$ cat src/rtl/route_pkg.sv
// Shared types and opcode constants for the route scheduler.
package route_pkg;

  typedef enum logic [2:0] {
    ST_IDLE,
    ST_ISSUE,
    ST_WAIT_START,
    ST_WAIT_ARRIVE,
    ST_DWELL
  } state_e;

  localparam logic [1:0] OP_STOP = 2'b00;
  localparam logic [1:0] OP_GO   = 2'b01;
  localparam logic [1:0] OP_ENQ  = 2'b10;
  localparam logic [1:0] OP_CTRL = 2'b11;

  function automatic logic [7:0] stop_cmd(input logic [5:0] id);
    return {OP_GO, id};
  endfunction

endpackage

$ cat src/rtl/route_sched_stop_fifo.sv
// Stop queue: QDEPTH x 8 circular buffer with push/pop/flush and occupancy count.
module stop_fifo #(
  parameter int QDEPTH = 4
) (
  input  logic                     clk,
  input  logic                     rst,
  input  logic                     push,
  input  logic                     pop,
  input  logic                     flush,
  input  logic [7:0]               din,
  output logic [7:0]               head,
  output logic [$clog2(QDEPTH):0]  count,
  output logic                     full,
  output logic                     empty,
  output logic                     drop
);

  localparam int PW = $clog2(QDEPTH);
  localparam int CW = PW + 1;

  logic [7:0]    mem_q [QDEPTH];
  logic [PW-1:0] wr_q, rd_q;
  logic [CW-1:0] cnt_q;
  logic          do_push, do_pop;

  assign full    = (cnt_q == CW'(QDEPTH));
  assign empty   = (cnt_q == '0);
  assign do_pop  = pop && !empty && !flush;
  // A pop in the same cycle frees a slot, so a push into a full queue still lands.
  assign do_push = push && !flush && (!full || do_pop);
  assign drop    = push && !flush && !do_push;
  assign head    = mem_q[rd_q];
  assign count   = cnt_q;

  always_ff @(posedge clk or posedge rst) begin
    if (rst) begin
      wr_q  <= '0;
      rd_q  <= '0;
      cnt_q <= '0;
    end else if (flush) begin
      wr_q  <= '0;
      rd_q  <= '0;
      cnt_q <= '0;
    end else begin
      if (do_push) wr_q <= wr_q + PW'(1);
      if (do_pop)  rd_q <= rd_q + PW'(1);
      if (do_push && !do_pop)      cnt_q <= cnt_q + CW'(1);
      else if (do_pop && !do_push) cnt_q <= cnt_q - CW'(1);
    end
  end

  always_ff @(posedge clk) begin
    if (do_push) mem_q[wr_q] <= din;
  end

endmodule

$ cat src/rtl/route_sched.sv
// Route scheduler: forwards UART pass-through commands and sequences queued stops
// (issue, wait for departure, wait for arrival, dwell) to the motion controller.
//   state          | meaning
//   ST_IDLE        | waiting for a queued stop, not paused, output free
//   ST_ISSUE       | load queue head onto cmd
//   ST_WAIT_START  | waiting for cmd ack and in_transit rising
//   ST_WAIT_ARRIVE | vehicle moving; in_transit low pops the head
//   ST_DWELL       | holding at the stop for DWELL_CYCLES cycles
module route_sched
  import route_pkg::*;
#(
  parameter int DWELL_CYCLES = 50000,
  parameter int QDEPTH       = 4
) (
  input  logic                    clk,
  input  logic                    rst,
  input  logic [7:0]              ucmd,
  input  logic                    ucmd_rdy,
  output logic                    clr_ucmd_rdy,
  output logic [7:0]              cmd,
  output logic                    cmd_rdy,
  input  logic                    clr_cmd_rdy,
  input  logic                    in_transit,
  output logic [$clog2(QDEPTH):0] queue_cnt,
  output logic                    queue_full,
  output logic                    dwell_active,
  output logic                    ovf
);

  localparam int DW = $clog2(DWELL_CYCLES) + 1;
  localparam logic [DW-1:0] DWELL_LAST = DW'(DWELL_CYCLES - 1);

  state_e        state_q, state_d;
  logic [7:0]    cmd_q, cmd_d;
  logic          cmd_rdy_q, cmd_rdy_d;
  logic          paused_q, paused_d;
  logic [DW-1:0] dwell_q, dwell_d;
  logic          clr_q, ovf_q;

  logic [1:0] op;
  logic       accept, pass, enq, ctrl, flush, pop;
  logic [7:0] head;
  logic       empty, drop;

  assign op     = ucmd[7:6];
  // Queue ops never touch cmd, so they bypass output back-pressure.
  assign accept = ucmd_rdy && !clr_q && (op[1] || !cmd_rdy_q);
  assign pass   = accept && !op[1];
  assign enq    = accept && (op == OP_ENQ);
  assign ctrl   = accept && (op == OP_CTRL);
  assign flush  = ctrl && !ucmd[0];

  stop_fifo #(.QDEPTH(QDEPTH)) u_fifo (
    .clk   (clk),
    .rst   (rst),
    .push  (enq),
    .pop   (pop),
    .flush (flush),
    .din   (stop_cmd(ucmd[5:0])),
    .head  (head),
    .count (queue_cnt),
    .full  (queue_full),
    .empty (empty),
    .drop  (drop)
  );

  always_comb begin
    state_d   = state_q;
    cmd_d     = cmd_q;
    cmd_rdy_d = cmd_rdy_q && !clr_cmd_rdy;
    paused_d  = paused_q;
    dwell_d   = dwell_q;
    pop       = 1'b0;

    if (pass && (op == OP_STOP)) paused_d = 1'b1;
    else if (ctrl)               paused_d = 1'b0;

    if (pass || flush) begin
      state_d = ST_IDLE;
      dwell_d = '0;
      if (pass) begin
        cmd_d     = ucmd;
        cmd_rdy_d = 1'b1;
      end
    end else begin
      case (state_q)
        ST_IDLE: if (!empty && !paused_q && !cmd_rdy_q) state_d = ST_ISSUE;
        ST_ISSUE: begin
          cmd_d     = head;
          cmd_rdy_d = 1'b1;
          state_d   = ST_WAIT_START;
        end
        ST_WAIT_START: if (!cmd_rdy_q && in_transit) state_d = ST_WAIT_ARRIVE;
        ST_WAIT_ARRIVE: if (!in_transit) begin
          pop     = 1'b1;
          dwell_d = '0;
          state_d = ST_DWELL;
        end
        ST_DWELL: begin
          if (dwell_q == DWELL_LAST) begin
            dwell_d = '0;
            state_d = ST_IDLE;
          end else begin
            dwell_d = dwell_q + DW'(1);
          end
        end
        default: state_d = ST_IDLE;
      endcase
    end
  end

  always_ff @(posedge clk or posedge rst) begin
    if (rst) begin
      state_q   <= ST_IDLE;
      cmd_q     <= 8'h00;
      cmd_rdy_q <= 1'b0;
      paused_q  <= 1'b0;
      dwell_q   <= '0;
      clr_q     <= 1'b0;
      ovf_q     <= 1'b0;
    end else begin
      state_q   <= state_d;
      cmd_q     <= cmd_d;
      cmd_rdy_q <= cmd_rdy_d;
      paused_q  <= paused_d;
      dwell_q   <= dwell_d;
      clr_q     <= accept;
      ovf_q     <= drop;
    end
  end

  assign clr_ucmd_rdy = clr_q;
  assign cmd          = cmd_q;
  assign cmd_rdy      = cmd_rdy_q;
  assign ovf          = ovf_q;
  assign dwell_active = (state_q == ST_DWELL);

endmodule

$ cat config.mk
export PLATFORM = sky130hd
export DESIGN_NAME = route_sched
export DESIGN_NICKNAME = d
export VERILOG_FILES = /design/src/rtl/route_pkg.sv /design/src/rtl/route_sched_stop_fifo.sv /design/src/rtl/route_sched.sv
export SDC_FILE = /design/constraint.sdc
export NUM_CORES = 1
export LEC_CHECK = 0
export CORE_ASPECT_RATIO = 0.6
export CORE_MARGIN = 3
export CORE_UTILIZATION = 45
export DETAILED_ROUTE_END_ITERATION = 12
export PLACE_DENSITY = 0.71
export SETUP_SLACK_MARGIN = 0.3
export SYNTH_ARGS = -nofsm -noshare
export SYNTH_HDL_FRONTEND = slang
export SYNTH_SLANG_ARGS = --single-unit
export TNS_END_PERCENT = 100
$ cat constraint.sdc
create_clock -name clk -period 2.9 [get_ports clk]
set_input_delay 0.58 -clock clk [delete_from_list [all_inputs] [get_ports clk]]
set_output_delay 0.58 -clock clk [all_outputs]
set_load 0.05 [all_outputs]
* After elaboration in Yosys (flattened, before gate mapping)
Memories as Yosys holds them, arrays and structs flattened.
Cells that the tools add are included.
** Word-level totals
- Flip-flop bits (word level) :: 39
- Memory bits (writable) :: 24
- Bits of input ports :: 13
- Output and inout bits :: 16
- Word-level logic and storage cells :: 103
- Memories kept :: 1
** Operators by class
- Add/subtract/negate cells :: 5
- Eq/ne operators :: 13
- Mux-type cells :: 30
- Reduce and logical (&&, ||, !) cells :: 44
** Memory list
- u_fifo.mem_q :: depth 4, bits a word 6, rd ports 1, clocked after memory_dff 0, wr ports 1, line route_sched_stop_fifo.sv:21 : logic [7:0] mem_q [QDEPTH];
** Operators with widths (number)
- two-way mux 17 bit :: 3
- one-hot mux 17 bit (2 select lines) :: 1
- two-way mux 3 bit :: 8
- two-way mux 8 bit :: 3
- logical AND 1 bit :: 18
- adder 17 x 1 -> 17 bit (second input constant) :: 1
- == test 17 x 16 -> 1 bit (second input constant) :: 1
- one-hot mux 3 bit (5 select lines) :: 1
- zero test 1 bit :: 11
- two-way mux 1 bit :: 10
- inequality test 3 bit (second input constant) :: 3
- two-way mux 2 bit :: 4
- nonzero test 2 bit :: 4
- == test 3 x 2 -> 1 bit (second input constant) :: 2
- == test 3 bit (second input constant) :: 2
- zero test 3 bit :: 2
- nonzero test 3 bit :: 2
- adder 2 x 1 -> 2 bit (second input constant) :: 2
- == test 2 bit (second input constant) :: 2
- AND reduction 2 bit :: 2
- AND reduction 4 bit :: 1
- adder 3 x 1 -> 3 bit (second input constant) :: 1
- == test 3 x 1 -> 1 bit (second input constant) :: 1
- logical OR 1 bit :: 3
- other kinds (4) :: 4

* Depth between registers and ports, before layout
- Depth after elaboration :: 16
- Gate-level depth with buffers :: 8

* Modules after synthesis
From an unflattened synthesis, not the netlist that was laid out.
** Second synthesis, totals
- Cell total of the unflattened synthesis :: 266
- Area total of the unflattened synthesis :: 3320.7 um2
** Modules (own cells, without submodules)
- route_sched :: instances 1, cells each 173, area an instance 1684.1 um2, seq. area each 800.8 um2
- stop_fifo :: instances 1, cells each 93, area an instance 1636.6 um2, seq. area each 1136.1 um2

* Worst setup path after synthesis
OpenSTA, ideal clock, no wires.
- Path type :: flip-flop to flip-flop
- From :: register u_fifo.cnt_q[2], in the netlist u_fifo.count[2]
- To :: memory u_fifo.mem_q[0][0] (netlist name), enable pin
- Arrival time :: 2.757 ns
- Data required time :: 2.633 ns
- Path slack :: -0.124 ns
- Stages on the path, launching flop included :: 4
- Path buffers :: 0
- Clock period less this slack :: 3.024 ns
- Cell sequence :: dfrtp_1 > nor3b_1 > a21oi_1 > and2_1
** On the way
- Elaborated cells on any way between the ends :: 10
- Classes of those cells :: eq/ne (1); mux (2); reduce/logical (7)
** RTL lines
- from (decl) :: line route_sched_stop_fifo.sv:23 : logic [CW-1:0] cnt_q;
- from (signal assigned) :: line route_sched_stop_fifo.sv:47 : if (do_push && !do_pop) cnt_q <= cnt_q + CW'(1);
- from (signal assigned) :: line route_sched_stop_fifo.sv:48 : else if (do_pop && !do_push) cnt_q <= cnt_q - CW'(1);
- == test 3 bit :: line route_sched_stop_fifo.sv:26 : assign full = (cnt_q == CW'(QDEPTH));
- named net queue_full :: line route_sched.sv:25 : output logic queue_full,
- zero test 1 bit :: line route_sched_stop_fifo.sv:30 : assign do_push = push && !flush && (!full || do_pop);
- logical OR 1 bit :: line route_sched_stop_fifo.sv:30
- logical AND 1 bit :: line route_sched_stop_fifo.sv:30
- two-way mux 1 bit :: line route_sched_stop_fifo.sv:53 : if (do_push) mem_q[wr_q] <= din;
- two-way mux 1 bit (not written as such) :: line route_sched_stop_fifo.sv:53
- to (decl) :: line route_sched_stop_fifo.sv:21
The timed path passes the listed nets, and every way through them passes these cells.

* Worst setup path after layout
- From :: input port ucmd[7]
- To :: register u_fifo.cnt_q[1], in the netlist u_fifo.count[1]
** On the way
- Longest elaborated chain between the ends :: 13
- Elaborated cells on any way between the ends :: 24
- Classes of those cells :: eq/ne (2); mux (3); reduce/logical (19)
** RTL lines
- from (decl) :: line route_sched.sv:17 : input logic [7:0] ucmd,
- logical OR 1 bit :: line route_sched.sv:47 : assign accept = ucmd_rdy && !clr_q && (op[1] || !cmd_rdy_q);
- logical AND 1 bit :: line route_sched.sv:47
- logical AND 1 bit :: line route_sched.sv:50 : assign ctrl = accept && (op == OP_CTRL);
- logical AND 1 bit :: line route_sched.sv:51 : assign flush = ctrl && !ucmd[0];
- logical OR 1 bit :: line route_sched.sv:78 : if (pass || flush) begin
- two-way mux 1 bit :: line route_sched.sv:78
- logical AND 1 bit (2 in a row) :: line route_sched_stop_fifo.sv:28 : assign do_pop = pop && !empty && !flush;
- logical OR 1 bit :: line route_sched_stop_fifo.sv:30
- logical AND 1 bit :: line route_sched_stop_fifo.sv:30
- logical AND 1 bit / zero test 1 bit (equally long branches) :: line route_sched_stop_fifo.sv:47, route_sched_stop_fifo.sv:48
- two-way mux 3 bit / logical AND 1 bit (equally long branches) :: line route_sched_stop_fifo.sv:47, route_sched_stop_fifo.sv:48
- two-way mux 3 bit / nonzero test 3 bit (equally long branches)
Several ways; a longest one is shown, not always the timed one.
A chain may end at the register's enable or synchronous reset.

==> flow_metrics.py <==
metrics = {
    "power_and_ir_drop": {
        "power_density_nw_per_um2": 879,
        "power.leakage_nw": 1.55,
        "pwr-share-comb": 0.323,
        "ir_worst_vdd_mv": 0.669,
        "swShare": 0.373,
        "power.net_switching_mw": 1.27,
        "seqPwrFrac": 0.363,
        "pwr-share-clk": 0.314,
        "p_int_mw": 2.13,
    },
    "final_layout": {
        "area_delta_synth_final_pct": 24.3,
        "drive_gt1_frac": 0.143,
        "fin_area_sq_um": 3870,
        "diodes": 0,
        "fillCellCount": 537,
        "fin_nets": 342,
        "final_common_cell": "dfrtp_1",
        "layout_common_cells": "dfrtp_1 (39), nand2_1 (32), nor2_1 (26), clkdlybuf4s50_1 (26), edfxtp_1 (24)",
    },
    "logic_synthesis": {
        "synth_cell_types": 52,
        "synth_top_area_cell": "dfrtp_1",
        "yosysSeqAreaShare": 0.545,
        "synthArstFlopShare": 0.619,
        "netlist_area_sq_um": 3120,
        "ys_top_cells_by_area": "dfrtp_1 (31%), edfxtp_1 (23%), mux4_2 (4.3%)",
        "synth_warnings": 0,
        "synth_top_area_share": 0.313,
        "syn_nets": 296,
        "ys.flop_type": "dfrtp_1",
        "synth_edf_count": 24,
        "synth_seq_cells": 63,
        "syn_inst": 277,
        "syn-mean-instance-area_sq_um": 11.2,
    },
    "global_routing": {
        "grt_antenna_before_repair": 0,
        "grt_pass1_vias": 2252,
        "grt_max_degree": 40,
        "grt_first_pass_wirelength_um": 11600,
        "gr-total-overflow": 0,
        "track_usage": 0.191,
    },
    "worst_setup_path": {
        "cp.required_ps": 3170,
        "reg2regPathDepth": 7,
        "crit_buf_inv": 1,
        "crit_chain": "clkdlybuf4s50_1 -> or4b_4 -> o211ai_2 -> o21ai_1 -> a21oi_2 -> fa_1 -> a2111oi_2 -> o21a_1",
        "cpMaxStageDelayCell": "or4b_4",
        "rrSetupSlack_ps": 570,
        "crit_path_end_kind": "flip-flop",
        "path_class": "primary input to flip-flop",
        "cp_max_fo": 2,
        "crit_arrival_ps": 2800,
        "cpPeakStageDelay_ps": 550,
        "r2r-end": "u_fifo.count[1]$_DFFE_PP0P_",
        "startpoint_type": "primary input",
        "crit_family": "compound AO/OA/AOI/OAI gates",
        "r2r_start": "cmd_rdy$_DFF_PP0_",
    },
    "placement": {
        "port_buffers": 28,
        "gp_congestion": 0.835,
        "place_area_sq_um": 3570,
        "dpl.hpwl_um": 5230,
    },
    "floorplan": {
        "core_sq_um": 6410,
        "pin_count": 29,
        "fp.dieH_um": 70.5,
        "start_util": 0.486,
        "die_area_sq_um": 7990,
        "die-width_um": 113,
        "rows": 22,
    },
    "cts": {
        "clockBufferDepth": 2,
        "path_clk_slew_ps": 60,
        "postCtsHoldBufs": 0,
        "htreeDepth": 3,
        "clock-sinks": 63,
        "tritoncts": "done",
        "clock_latency_ps": 330,
        "cts-root-buf": "clkbuf_16",
        "cts_made_buffers": 9,
    },
    "timing": {
        "maxSlewViolCount": 0,
        "finalCritPeriodShare": 0.872,
        "fin_tns_setup_ps": 0,
        "final-hold-violation-count": 0,
        "worst_pin_slew_ps": 575,
        "finClkSkew_ps": 6.11,
        "setup_viol_count_final": 0,
        "holdWs_ps": 482,
        "slew_headroom": 0.614,
        "max_freq_mhz": 395,
        "rsz0062_at_grt": "false",
        "period_minus_slack_ps": 2530,
    },
    "drt": {
        "ant_nets": 0,
        "drt_first_pass_iters": 4,
        "via_per_inst": 5.76,
        "wirelength_um": 7120,
        "post_drt_wl_per_cell_um": 17.3,
        "first_iter_violations": 173,
        "drc": 0,
        "vias": 2373,
    },
    "flow_run": {
        "cap_violations": 0,
    },
    "hold_path": {
        "hold_path.class": "flip-flop to flip-flop",
        "min_to": "cmd[3]$_DFFE_PP0P_",
        "holdPathStages": 2,
        "worstHoldStart": "cmd[3]$_DFFE_PP0P_",
    },
    "status": {
        "run_status": "finished clean",
    },
}
[cell usage after synthesis (4+ instances only)]
cell,count
dfrtp_1,39
nand2_1,32
nor2_1,26
edfxtp_1,24
o21ai_0,16
a21oi_1,14
nand3_1,12
inv_1,11
mux2i_1,9
a31oi_1,8
and2_1,7
mux4_2,6
ha_1,5
nand4_1,5
a22o_1,4
and3_1,4
[tightest hold or removal path: stages, from the launching register on]
cell and delay (ps):
dfrtp_1 340, nand2_1 50, o21ai_0 60
[power by group through the flow]
| stage | Sequential (mW) | Combinational, mW | Clock (mW) |
|---|---|---|---|
| 2_1_floorplan | 1.44 | 0.514 | 0 |
| 3_5_place_dp | 1.25 | 1.10 | 0 |
| 3_3_place_gp | 1.24 | 1.07 | 0 |
| 6_report | 1.23 | 1.10 | 1.07 |
| 5_1_grt | 1.26 | 1.19 | 1.12 |
| 4_1_cts | 1.23 | 1.09 | 1.08 |
[final cells by class]
cell class	instances	area, sq um	area share
clock buffer	9	225	0.0582
timing repair buffer	42	383	0.0989
tap	84	105	0.0271
multi-input combinational	196	1350	0.348
inverter	11	41.3	0.0107
sequential	63	1700	0.438
clock inverter	7	73.8	0.0191
[worst max path at each step]
stage | startpoint | end | slack [ps] | cells past startpoint
2_1_floorplan | cmd_rdy$_DFF_PP0_ | u_fifo.count[1]$_DFFE_PP0P_ | 390 | 7
3_3_place_gp | ucmd[7] | u_fifo.count[1]$_DFFE_PP0P_ | 30 | 8
3_5_place_dp | ucmd[7] | u_fifo.count[1]$_DFFE_PP0P_ | -50 | 8
4_1_cts | ucmd[7] | u_fifo.count[1]$_DFFE_PP0P_ | 300 | 8
5_1_grt | ucmd[7] | u_fifo.count[1]$_DFFE_PP0P_ | 280 | 8
6_report | ucmd[7] | u_fifo.count[1]$_DFFE_PP0P_ | 370 | 8
[stage by stage]
| step | util | setup slack [ps] | cells | power [mW] |
|---|---|---|---|---|
| 6_report | 0.604 | 370 | 412 | 3.40 |
| 5_1_grt | 0.604 | 278 | 412 | 3.57 |
| 4_1_cts | 0.603 | 301 | 412 | 3.40 |
| 3_5_place_dp | 0.557 | -48.2 | 396 | 2.34 |
| 3_3_place_gp | 0.557 | 26.8 | 396 | 2.31 |
| 2_1_floorplan | - | 390 | 277 | 1.96 |
[logic make-up (layout without fill, tap and decap cells)]
family                     Yosys count  in the layout  share of synthesized area
xor gates and xnor gates             4              4                     0.0112
AOI/OAI and AO/OA                   62             62                      0.132
and+or+nand+nor                    109            109                      0.187
buffers and inverters               18             69                     0.0261
muxes                               15             15                     0.0723
DFF                                 63             63                      0.545
adders and majority gates            6              6                     0.0265
[per-layer routing]
layer	vias to the layer above	share of wire	GRT usage
met1	1182	0.54	0.309
met5	-	0	0
met4	0	0.013	0.0613
li1	1123	-	-
met3	8	0.054	0.0511
met2	60	0.39	0.241
[state kept, by name, summed over array words and instances, names as in the netlist]
name / cells
u_fifo.rd_q: 2
ovf: 1
state_q: 3
u_fifo.mem_q: 24
cmd: 8
dwell_q: 17
cmd_rdy: 1
paused_q: 1
u_fifo.wr_q: 2
clr_ucmd_rdy: 1
u_fifo.count: 3
[repair_timing]
action,in CTS,in global routing
endpoints found under the setup margin,2,1
endpoints found under the hold margin,0,0
resized for setup,2,2
setup buffers,0,0
pin swaps,0,4
(Power assumes the default switching activity.)
